==> src/rtl/mux8_serial_scan_ctrl.sv <==
// Drives an external 8:1 selector as a parallel-to-serial converter and checks its Y/Yn outputs.
// Sout lags the selector address by one cycle; Load is only accepted in IDLE and is otherwise ignored.
module mux8_serial_scan_ctrl #(
    parameter bit MSB_FIRST = 1'b0,
    parameter int GAP       = 1
) (
    input  logic       CLK,
    input  logic       RST,
    input  logic       Load,
    input  logic [7:0] Din,
    input  logic       Clr_err,
    input  logic       Y_in,
    input  logic       Yn_in,
    output logic       Ready,
    output logic       En,
    output logic [2:0] S,
    output logic [7:0] D,
    output logic       Sout,
    output logic       Sout_valid,
    output logic [2:0] Bit_idx,
    output logic       Done,
    output logic       Busy,
    output logic       Err
);

    typedef enum logic [1:0] {ST_IDLE, ST_SHIFT, ST_GAP} state_t;

    localparam logic [2:0] FIRST_IDX = MSB_FIRST ? 3'd7 : 3'd0;
    localparam logic [2:0] LAST_IDX  = MSB_FIRST ? 3'd0 : 3'd7;
    localparam logic [3:0] GAP_END   = (GAP > 0) ? 4'(GAP - 1) : 4'd0;

    state_t     state;
    logic [3:0] gap_cnt;
    logic       last_bit;
    logic       mismatch;
    logic [2:0] s_next;

    assign Ready    = (state == ST_IDLE);
    assign Busy     = (state != ST_IDLE);
    assign last_bit = (S == LAST_IDX);
    assign s_next   = MSB_FIRST ? (S - 3'd1) : (S + 3'd1);
    // A healthy selector gives complementary outputs that match the bit being addressed.
    assign mismatch = (Y_in == Yn_in) || (Y_in != D[S]);

    always_ff @(posedge CLK or posedge RST) begin
        if (RST) begin
            state      <= ST_IDLE;
            gap_cnt    <= 4'd0;
            En         <= 1'b1;
            S          <= 3'd0;
            D          <= 8'd0;
            Sout       <= 1'b0;
            Sout_valid <= 1'b0;
            Bit_idx    <= 3'd0;
            Done       <= 1'b0;
            Err        <= 1'b0;
        end else begin
            Sout_valid <= 1'b0;
            Done       <= 1'b0;
            if (Clr_err) Err <= 1'b0;
            case (state)
                ST_IDLE: begin
                    if (Load) begin
                        D     <= Din;
                        S     <= FIRST_IDX;
                        En    <= 1'b0;
                        state <= ST_SHIFT;
                    end
                end
                ST_SHIFT: begin
                    Sout       <= Y_in;
                    Sout_valid <= 1'b1;
                    Bit_idx    <= S;
                    // Placed after the clear so a fresh mismatch wins over Clr_err.
                    if (mismatch) Err <= 1'b1;
                    if (last_bit) begin
                        En      <= 1'b1;
                        Done    <= 1'b1;
                        gap_cnt <= 4'd0;
                        state   <= (GAP == 0) ? ST_IDLE : ST_GAP;
                    end else begin
                        S <= s_next;
                    end
                end
                ST_GAP: begin
                    if (gap_cnt == GAP_END) begin
                        gap_cnt <= 4'd0;
                        state   <= ST_IDLE;
                    end else begin
                        gap_cnt <= gap_cnt + 4'd1;
                    end
                end
                default: state <= ST_IDLE;
            endcase
        end
    end

endmodule
==> config.mk <==
export PLATFORM = sky130hd
export DESIGN_NAME = mux8_serial_scan_ctrl
export DESIGN_NICKNAME = d
export VERILOG_FILES = /design/src/rtl/mux8_serial_scan_ctrl.sv
export SDC_FILE = /design/constraint.sdc
export NUM_CORES = 1
export LEC_CHECK = 0
export ABC_AREA = 0
export BUFFER_PORTS_ARGS = -buffer_cell sky130_fd_sc_hd__buf_2
export CAP_MARGIN = 20
export CORE_AREA = 2 2 90 49
export CTS_CLUSTER_DIAMETER = 60
export DETAILED_ROUTE_END_ITERATION = 10
export DIE_AREA = 0 0 92 51
export PLACE_DENSITY = 0.48
export SLEW_MARGIN = 25
export SYNTH_ARGS = -nofsm -noshare
export SYNTH_HDL_FRONTEND = slang
export SYNTH_SLANG_ARGS = --single-unit
==> constraint.sdc <==
create_clock -name CLK -period 1.9 [get_ports CLK]
set_input_delay 0.38 -clock CLK [delete_from_list [all_inputs] [get_ports CLK]]
set_output_delay 0.38 -clock CLK [all_outputs]
set_load 0.1 [all_outputs]
==> out/qor.csv, run 1 <==
stage;metric;value;unit
routing;ant_nets;0;
critical_path;worst_setup_path_start_kind;flip-flop;
die;die_w;92;um
critical_path;crit_path_cell_trace;nor2_4, buf_2;
global_routing;met1_usage;0.1704;
clock_network;clk_pin_slew;90;ps
timing;fin_crit_sh;0.9037;
synth;syn_inst;95;
finish;final_core_utilization;0.3536;
finish;drive_above_1_share;0.4478;
routing;wl_per_cell;12.84;um
die;die_y;51;um
routing;postRouteWirelength;2453;um
critical_path;cp_slowest_cell;dfrtp_1;
global_routing;top_usage_layer;met1;
timing;timing.final.ws_setup;183.0;ps
routing;dr_total_vias;805;
finish;diodes;0;
global_routing;use_met3;0.04425;
timing;slew_headroom;0.6658;
synth;ys_seq_area_frac;0.5636;
synth;synth.avg_cell_area;11.71;um^2
routing;drc;0;
routing;first_pass_iters;4;
synth;syn_nets;113;
place;portBuffers;34;
die;die_area;4692;um^2
place;dpl.hpwl;1852;um
global_routing;grt_pass1_vias;758;
clock_network;cts_root_buf;clkbuf_8;
critical_path;critPathRequiredTime;1520;ps
clock_network;hold_buffers;0;
die;core_area;4041;um^2
place;place.gp.congestion;0.7467;
synth;ys_types;21;
critical_path;criticalPathCategory;flip-flop to output port;
die;io_pins;35;
timing;final-hold-violation-count;0;
global_routing;met2_usage;0.1520;
global_routing;grt_pass1_wl;3988;um
finish;area_growth;28.46;%
timing;grt_setup_unrepaired;no;
clock_network;numCtsBuffers;3;
timing;setup_viol;0;
timing;slew_violations;0;
place;pre_cts_ws;242.5;ps
clock_network;htree_levels;1;
timing;fin_skew;8.988;ps
critical_path;max_stage_delay;460;ps
routing;via_per_inst;4.215;
critical_path;crit_path_end_kind;output port;
critical_path;cp_data_arrival_time;1340;ps
timing;worst_slew_pin_slew;504.8;ps
clock_network;postCtsSetupBuffers;0;
global_routing;antenna_found_initial;0;
global_routing;grt_use_total;0.1133;
global_routing;gr-total-overflow;0;
flow_run;max-cap-violations;0;
clock_network;numClockSinks;25;
clock_network;clk_latency;280;ps
clock_network;cts_tree;built;
synth;ys_ff_latch;25;
critical_path;critPathMaxFanout;6;
synth;synth_area;1112;um^2
clock_network;cts_resized;0;
timing;holdWs;138.6;ps
synth;ys_warn_count;0;
die;initial_core_util;0.2752;
finish;layout.nets;153;
hold_path;hold_class;input port to async pin;
timing;min_period;1717;ps
timing;timing.fmax;582.4;MHz
run_status;status;finished, final reports clean;
global_routing;grt_start_max_net_pins;26;
die;core.rowCount;17;
clock_network;cts_max_path_buffers;2;
routing;drt_iter0_markers;39;
-- final cells by class --
cell class | count | area [um^2]
inverters | 10 | 37.54
fillers | 417 | 2613
repair buffers | 35 | 177.7
clock buffers | 4 | 45.04
flip-flops and latches | 25 | 641.9
well taps | 57 | 71.32
multi-input cells | 60 | 455.4
-- stage by stage --
stage	cell area, um^2	std cells	setup TNS (ps)
finish	1429	191	0
global route	1429	191	0
CTS	1429	191	0
detailed placement	1384	187	0
global placement	1384	187	0
floorplan	1135	95	-33.99
-- synthesized netlist by cell type (all sizes together) --
cell / number / share of area
dfrtp: 24 / 0.54
a21oi: 2 / 0.0090
nand2b: 5 / 0.028
mux4: 2 / 0.047
and3: 1 / 0.0056
nor2: 4 / 0.013
ha: 4 / 0.045
o31ai: 1 / 0.0068
o211ai: 1 / 0.0068
o21ai: 2 / 0.0090
dfstp: 1 / 0.024
a211oi: 1 / 0.0068
nand3: 1 / 0.0045
inv: 10 / 0.034
mux2: 9 / 0.091
mux2i: 2 / 0.018
a21o: 1 / 0.0068
nand2: 19 / 0.064
o22ai: 2 / 0.017
a22o: 3 / 0.024
-- cells in the final DEF (no fill, tap or decap), types with 4 or more instances in the layout --
| cell | count |
|---|---|
| ha_1 | 4 |
| nand2_1 | 19 |
| buf_2 | 34 |
| mux2_2 | 9 |
| inv_1 | 10 |
| dfrtp_2 | 9 |
| dfrtp_1 | 14 |
| nand2b_1 | 5 |
-- logic make-up (layout without fill, tap and decap cells) --
family,after synthesis,in the layout,share of synthesized area
and+or+nand+nor,30,30,0.1159
muxes,13,13,0.1564
adders and majority gates,4,4,0.04500
buffers and inverters,10,49,0.03375
DFF,25,25,0.5636
AOI/OAI and AO/OA,13,13,0.08551
-- sequential cells by signal, summed over array words and instances, names as in the netlist --
| register | cells |
|---|---|
| Err | 1 |
| S | 3 |
| D | 8 |
| gap_cnt | 4 |
| Done | 1 |
| Bit_idx | 3 |
| state | 2 |
| En | 1 |
| Sout_valid | 1 |
| Sout | 1 |
-- worst max-delay path, delay by kind of cell, from the launching register on --
family        cells  cell delay, ps
flops             1             460
simple gates      1             170
buf+inv           1             440
-- final timing paths --
kind	cells after the start	slack, ps	start	end
max	2	180	state[1]	Ready
min	3	140	RST	S[0]
min in group CLK	2	280	Clr_err	Err
min reg2reg	2	460	En	En
max in group asynchronous	3	1470	RST	En
max reg2reg	5	240	S[0]	S[0]
-- per-layer routing --
| metal | share of wire | vias to the layer above | wire length (um) |
|---|---|---|---|
| met5 | 0 | - | 0 |
| met4 | 0.0049 | 0 | 12 |
| met3 | 0.070 | 2 | 172 |
| met2 | 0.39 | 25 | 957 |
| met1 | 0.53 | 377 | 1311 |
| li1 | - | 401 | - |
Power of run 1 is not shown: default switching activity piles up to over one toggle a cycle in this logic, so the estimate is an artifact.
==> inputs of run 2 (changes only) <==
Settings changed: PLACE_DENSITY 0.48 to 0.5.
Clock period 1.9 ns to 1.4 ns, I/O delays scaled along.
==> out/qor.csv, run 2 (synthesized netlist as in run 1, its figures left out) <==
stage;metric;value;unit;change
finish;layout.nets;169;;+10%
die;io_pins;35;;unchanged
die;core_area;4041;um^2;unchanged
critical_path;crit_path_end_kind;flip-flop;;
timing;fin_crit_sh;1.132;;
routing;via_per_inst;4.208;;-0.16%
global_routing;grt_pass1_wl;4340;um;+8.8%
clock_network;clk_latency;260;ps;-20 ps
clock_network;numClockSinks;25;;unchanged
finish;reg_top3;D x8, gap_cnt x4;;
routing;first_pass_iters;4;;unchanged
finish;mostFrequentLayoutCells;22 x buf_2, 16 x nand2_1, 16 x buf_4;;
finish;area_growth;60.86;%;
routing;wl_per_cell;12.21;um;-4.9%
global_routing;met1_usage;0.1682;;-0.002184
finish;final_core_utilization;0.4427;;+0.08916
global_routing;use_met3;0.05162;;+0.007375
clock_network;htree_levels;1;;unchanged
die;die_w;92;um;unchanged
finish;regMostFlops;D;;
timing;timing.fmax;630.7;MHz;
place;place.gp.congestion;0.7672;;+2.7%
finish;layoutNonFillerInstCount;207;;+8.4%
finish;drive_above_1_share;0.6067;;+0.1589
timing;min_period;1585;ps;
timing;slew_violations;0;;unchanged
critical_path;critPathRequiredTime;1560;ps;+40 ps
routing;postRouteWirelength;2527;um;+3.0%
run_status;violations;setup timing;;
place;dpl.hpwl;1917;um;+3.5%
routing;ant_nets;0;;unchanged
critical_path;critPathMaxFanout;3;;-3
routing;drt_iter0_markers;48;;+23%
global_routing;antenna_found_initial;0;;unchanged
place;place_inst;200;;+7.0%
die;core.rowCount;17;;unchanged
die;die_y;51;um;unchanged
die;die_area;4692;um^2;unchanged
global_routing;grt_start_max_net_pins;26;;unchanged
global_routing;gr-total-overflow;0;;unchanged
timing;setup_viol;5;;+5
critical_path;criticalPathCategory;flip-flop to flip-flop;;
run_status;status;finished with violations;;
timing;slew_headroom;0.6776;;+0.01181
timing;fin_skew;4.627;ps;-4.361 ps
routing;drc;0;;unchanged
finish;largest_reg_flops;8;;unchanged
clock_network;cts_root_buf;clkbuf_8;;
timing;grt_setup_unrepaired;yes;;
critical_path;cp_data_arrival_time;1740;ps;+400 ps
global_routing;grt_use_total;0.1221;;+0.008848
global_routing;grt_pass1_vias;892;;+18%
routing;dr_total_vias;871;;+8.2%
finish;diodes;0;;unchanged
critical_path;r2r_slack;-190;ps;-430 ps
clock_network;hold_buffers;0;;unchanged
global_routing;met2_usage;0.1777;;+0.02574
timing;final-hold-violation-count;0;;unchanged
critical_path;worst_setup_path_start_kind;flip-flop;;
timing;holdWs;52.71;ps;-85.87 ps
clock_network;cts_tree;built;;
flow_run;max-cap-violations;0;;unchanged
timing;worst_slew_pin_slew;486.9;ps;-17.84 ps
hold_path;hold_class;input port to async pin;;
die;initial_core_util;0.2752;;unchanged
finish;layout_commonest_cell;buf_2;;
clock_network;numCtsBuffers;3;;unchanged
clock_network;cts_max_path_buffers;2;;unchanged
clock_network;clk_pin_slew;80;ps;about the same
global_routing;top_usage_layer;met2;;
timing;timing.final.ws_setup;-185.4;ps;-368.5 ps
place;portBuffers;34;;unchanged
-- run 2: changes by cell type in the layout (fill, tap and decap cells not counted), sizes merged --
cell  before  now
buf       35   51
-- run 2: cell type report --
| type | count | area, um^2 |
|---|---|---|
| fillers | 392 | 2252 |
| flip-flops and latches | 25 | 648.1 |
| multi-input cells | 60 | 505.5 |
| repair buffers | 51 | 481.7 |
| well taps | 57 | 71.32 |
| clock buffers | 4 | 45.04 |
| inverters | 10 | 37.54 |
-- run 2: timing repair --
item / 4_1_cts / 5_1_grt
endpoints found under the setup margin: 14 / 20
gates resized for setup: 6 / 5
setup buffers: 3 / 1
cloned: 0 / 0
pin swaps: 1 / 1
-- run 2: per-layer routing --
metal / vias to the layer above / wire (um)
met5: - / 0
met2: 28 / 1028
li1: 432 / -
met4: 0 / 19
met1: 409 / 1288
met3: 2 / 191
-- run 2: critical path, stage by stage (launching register included) --
cell and delay, ps:
dfrtp_4 440, mux4_2 510, mux2i_2 210, mux2i_1 240
o22ai_2 80
-- run 2: path summary, 6_finish.rpt --
check / from / endpoint / cells past startpoint
worst max-delay path: S[0] / Err / 4
worst min-delay path: RST / D[2] / 3
worst max register to register: S[0] / Err / 4
worst min register to register: Bit_idx[2] / Bit_idx[2] / 2
max in group asynchronous: RST / En / 3
min in group CLK: Clr_err / Err / 2
-- run 2: metrics by stage --
stage                     cell area [um^2]  setup WS [ps]  TNS [ps]
after floorplan                       1161         -433.8     -4404
after global placement                1688         -145.8    -412.6
after detailed placement              1688         -193.0    -592.0
after CTS                             1760         -197.1    -665.3
after global routing                  1789         -249.2    -956.2
final                                 1789         -185.4    -489.7
Power of run 2 is left out for the same reason.
==> inputs of run 3 (changes only) <==
Settings changed: RECOVER_POWER from default to 25.
==> out/qor.csv, run 3 (synthesized netlist as in run 1, its figures left out) <==
stage;metric;value;unit;change
die;io_pins;35;;unchanged
global_routing;grt_pass1_wl;4340;um;unchanged
clock_network;cts_max_path_buffers;2;;unchanged
die;die_y;51;um;unchanged
timing;slew_headroom;0.5739;;-0.1037
global_routing;grt_use_total;0.1221;;unchanged
timing;setup_viol;5;;unchanged
timing;fin_skew;4.627;ps;unchanged
clock_network;cts_root_buf;clkbuf_8;;
routing;drc;0;;unchanged
finish;largest_reg_flops;8;;unchanged
place;portBuffers;34;;unchanged
global_routing;gr-total-overflow;0;;unchanged
clock_network;clk_latency;260;ps;about the same
flow_run;max-cap-violations;0;;unchanged
critical_path;rr_startpoint;S[0];;
timing;fin_tns_setup;-489.7;ps;unchanged
hold_path;hold_class;input port to async pin;;
finish;area_growth;60.63;%;
critical_path;crit_path_end_kind;flip-flop;;
critical_path;crit_start;S[0];;
routing;via_per_inst;4.208;;unchanged
place;place.gp.congestion;0.7672;;unchanged
clock_network;hold_buffers;0;;unchanged
place;dpl.hpwl;1917;um;unchanged
finish;layoutNonFillerInstCount;207;;unchanged
clock_network;numCtsBuffers;3;;unchanged
finish;regMostFlops;D;;
timing;fin_crit_sh;1.132;;unchanged
die;die_area;4692;um^2;unchanged
die;core.rowCount;17;;unchanged
routing;first_pass_iters;4;;unchanged
global_routing;grt_pass1_vias;892;;unchanged
clock_network;clk_pin_slew;80;ps;about the same
finish;diodes;0;;unchanged
finish;layout_commonest_cell;buf_2;;
critical_path;worst_setup_path_start_kind;flip-flop;;
run_status;violations;setup timing;;
clock_network;htree_levels;1;;unchanged
timing;worst_slew_pin_slew;639.2;ps;+152.2 ps
routing;wl_per_cell;12.21;um;about the same
routing;dr_total_vias;871;;unchanged
critical_path;critPathMaxFanout;3;;unchanged
finish;design_area;1787;um^2;-0.14%
place;dpl_cell_area;1688;um^2;unchanged
clock_network;cts_tree;built;;
run_status;status;finished with violations;;
routing;ant_nets;0;;unchanged
place;place_inst;200;;unchanged
finish;layout.nets;169;;unchanged
timing;timing.fmax;630.7;MHz;unchanged
timing;grt_setup_unrepaired;yes;;
global_routing;antenna_found_initial;0;;unchanged
critical_path;critPathRequiredTime;1560;ps;about the same
clock_network;numClockSinks;25;;unchanged
die;initial_core_util;0.2752;;unchanged
critical_path;criticalPathCategory;flip-flop to flip-flop;;
die;core_area;4041;um^2;unchanged
timing;min_period;1585;ps;unchanged
routing;postRouteWirelength;2528;um;about the same
finish;reg_top3;D x8, gap_cnt x4;;
finish;mostFrequentLayoutCells;22 x buf_2, 16 x nand2_1, 15 x buf_4;;
die;die_w;92;um;unchanged
finish;drive_above_1_share;0.6067;;unchanged
place;pre_cts_ws;-193.0;ps;unchanged
timing;slew_violations;0;;unchanged
routing;drt_iter0_markers;48;;unchanged
global_routing;grt_start_max_net_pins;26;;unchanged
timing;final-hold-violation-count;0;;unchanged
critical_path;cp_data_arrival_time;1740;ps;about the same
timing;timing.final.ws_setup;-185.4;ps;unchanged
-- run 3: changes by cell type in the layout (fill, tap and decap cells not counted) --
| cell | previous run | this run |
|---|---|---|
| buf_4 | 16 | 15 |
| clkbuf_2 | 0 | 1 |
-- run 3: metal layers --
layer  part of all wire  GRT usage
met2               0.41     0.1777
met3              0.076    0.05162
met1               0.51     0.1682
met4             0.0075    0.02985
met5                  0          0
-- run 3: final timing paths --
check	depth (start not counted)	end	slack [ps]
worst max-delay path	4	Err	-190
worst min-delay path	3	D[2]	170
worst max register to register	4	Err	-190
worst min register to register	2	Bit_idx[2]	470
max in group asynchronous	3	S[0]	760
min in group CLK	2	Err	200
-- run 3: per-stage QoR --
| stage | hold WS (ps) | utilization |
|---|---|---|
| finish | 168.1 | 0.4421 |
| global route | 189.4 | 0.4421 |
| CTS | 58.15 | 0.4356 |
| detailed placement | 353.7 | 0.4176 |
| global placement | 348.1 | 0.4176 |
| floorplan | 306.0 | - |
-- run 3: final cells by class --
cell class | instances | area, um^2
inverters | 10 | 37.54
repair buffers | 51 | 479.2
clock buffers | 4 | 45.04
flip-flops and latches | 25 | 648.1
well taps | 57 | 71.32
multi-input cells | 60 | 505.5
fillers | 393 | 2255
-- run 3: repair_timing --
| action | 4_1_cts | 5_1_grt |
|---|---|---|
| gates resized for setup | 6 | 5 |
| setup buffers | 3 | 1 |
| endpoints found under the setup margin | 14 | 20 |
| pin swaps | 1 | 1 |
-- run 3: worst max-delay path, cell delays in order, from the launching register on --
cell	delay, ps
dfrtp_4	440
mux4_2	510
mux2i_2	210
mux2i_1	240
o22ai_2	80
Power of run 3 is left out for the same reason.
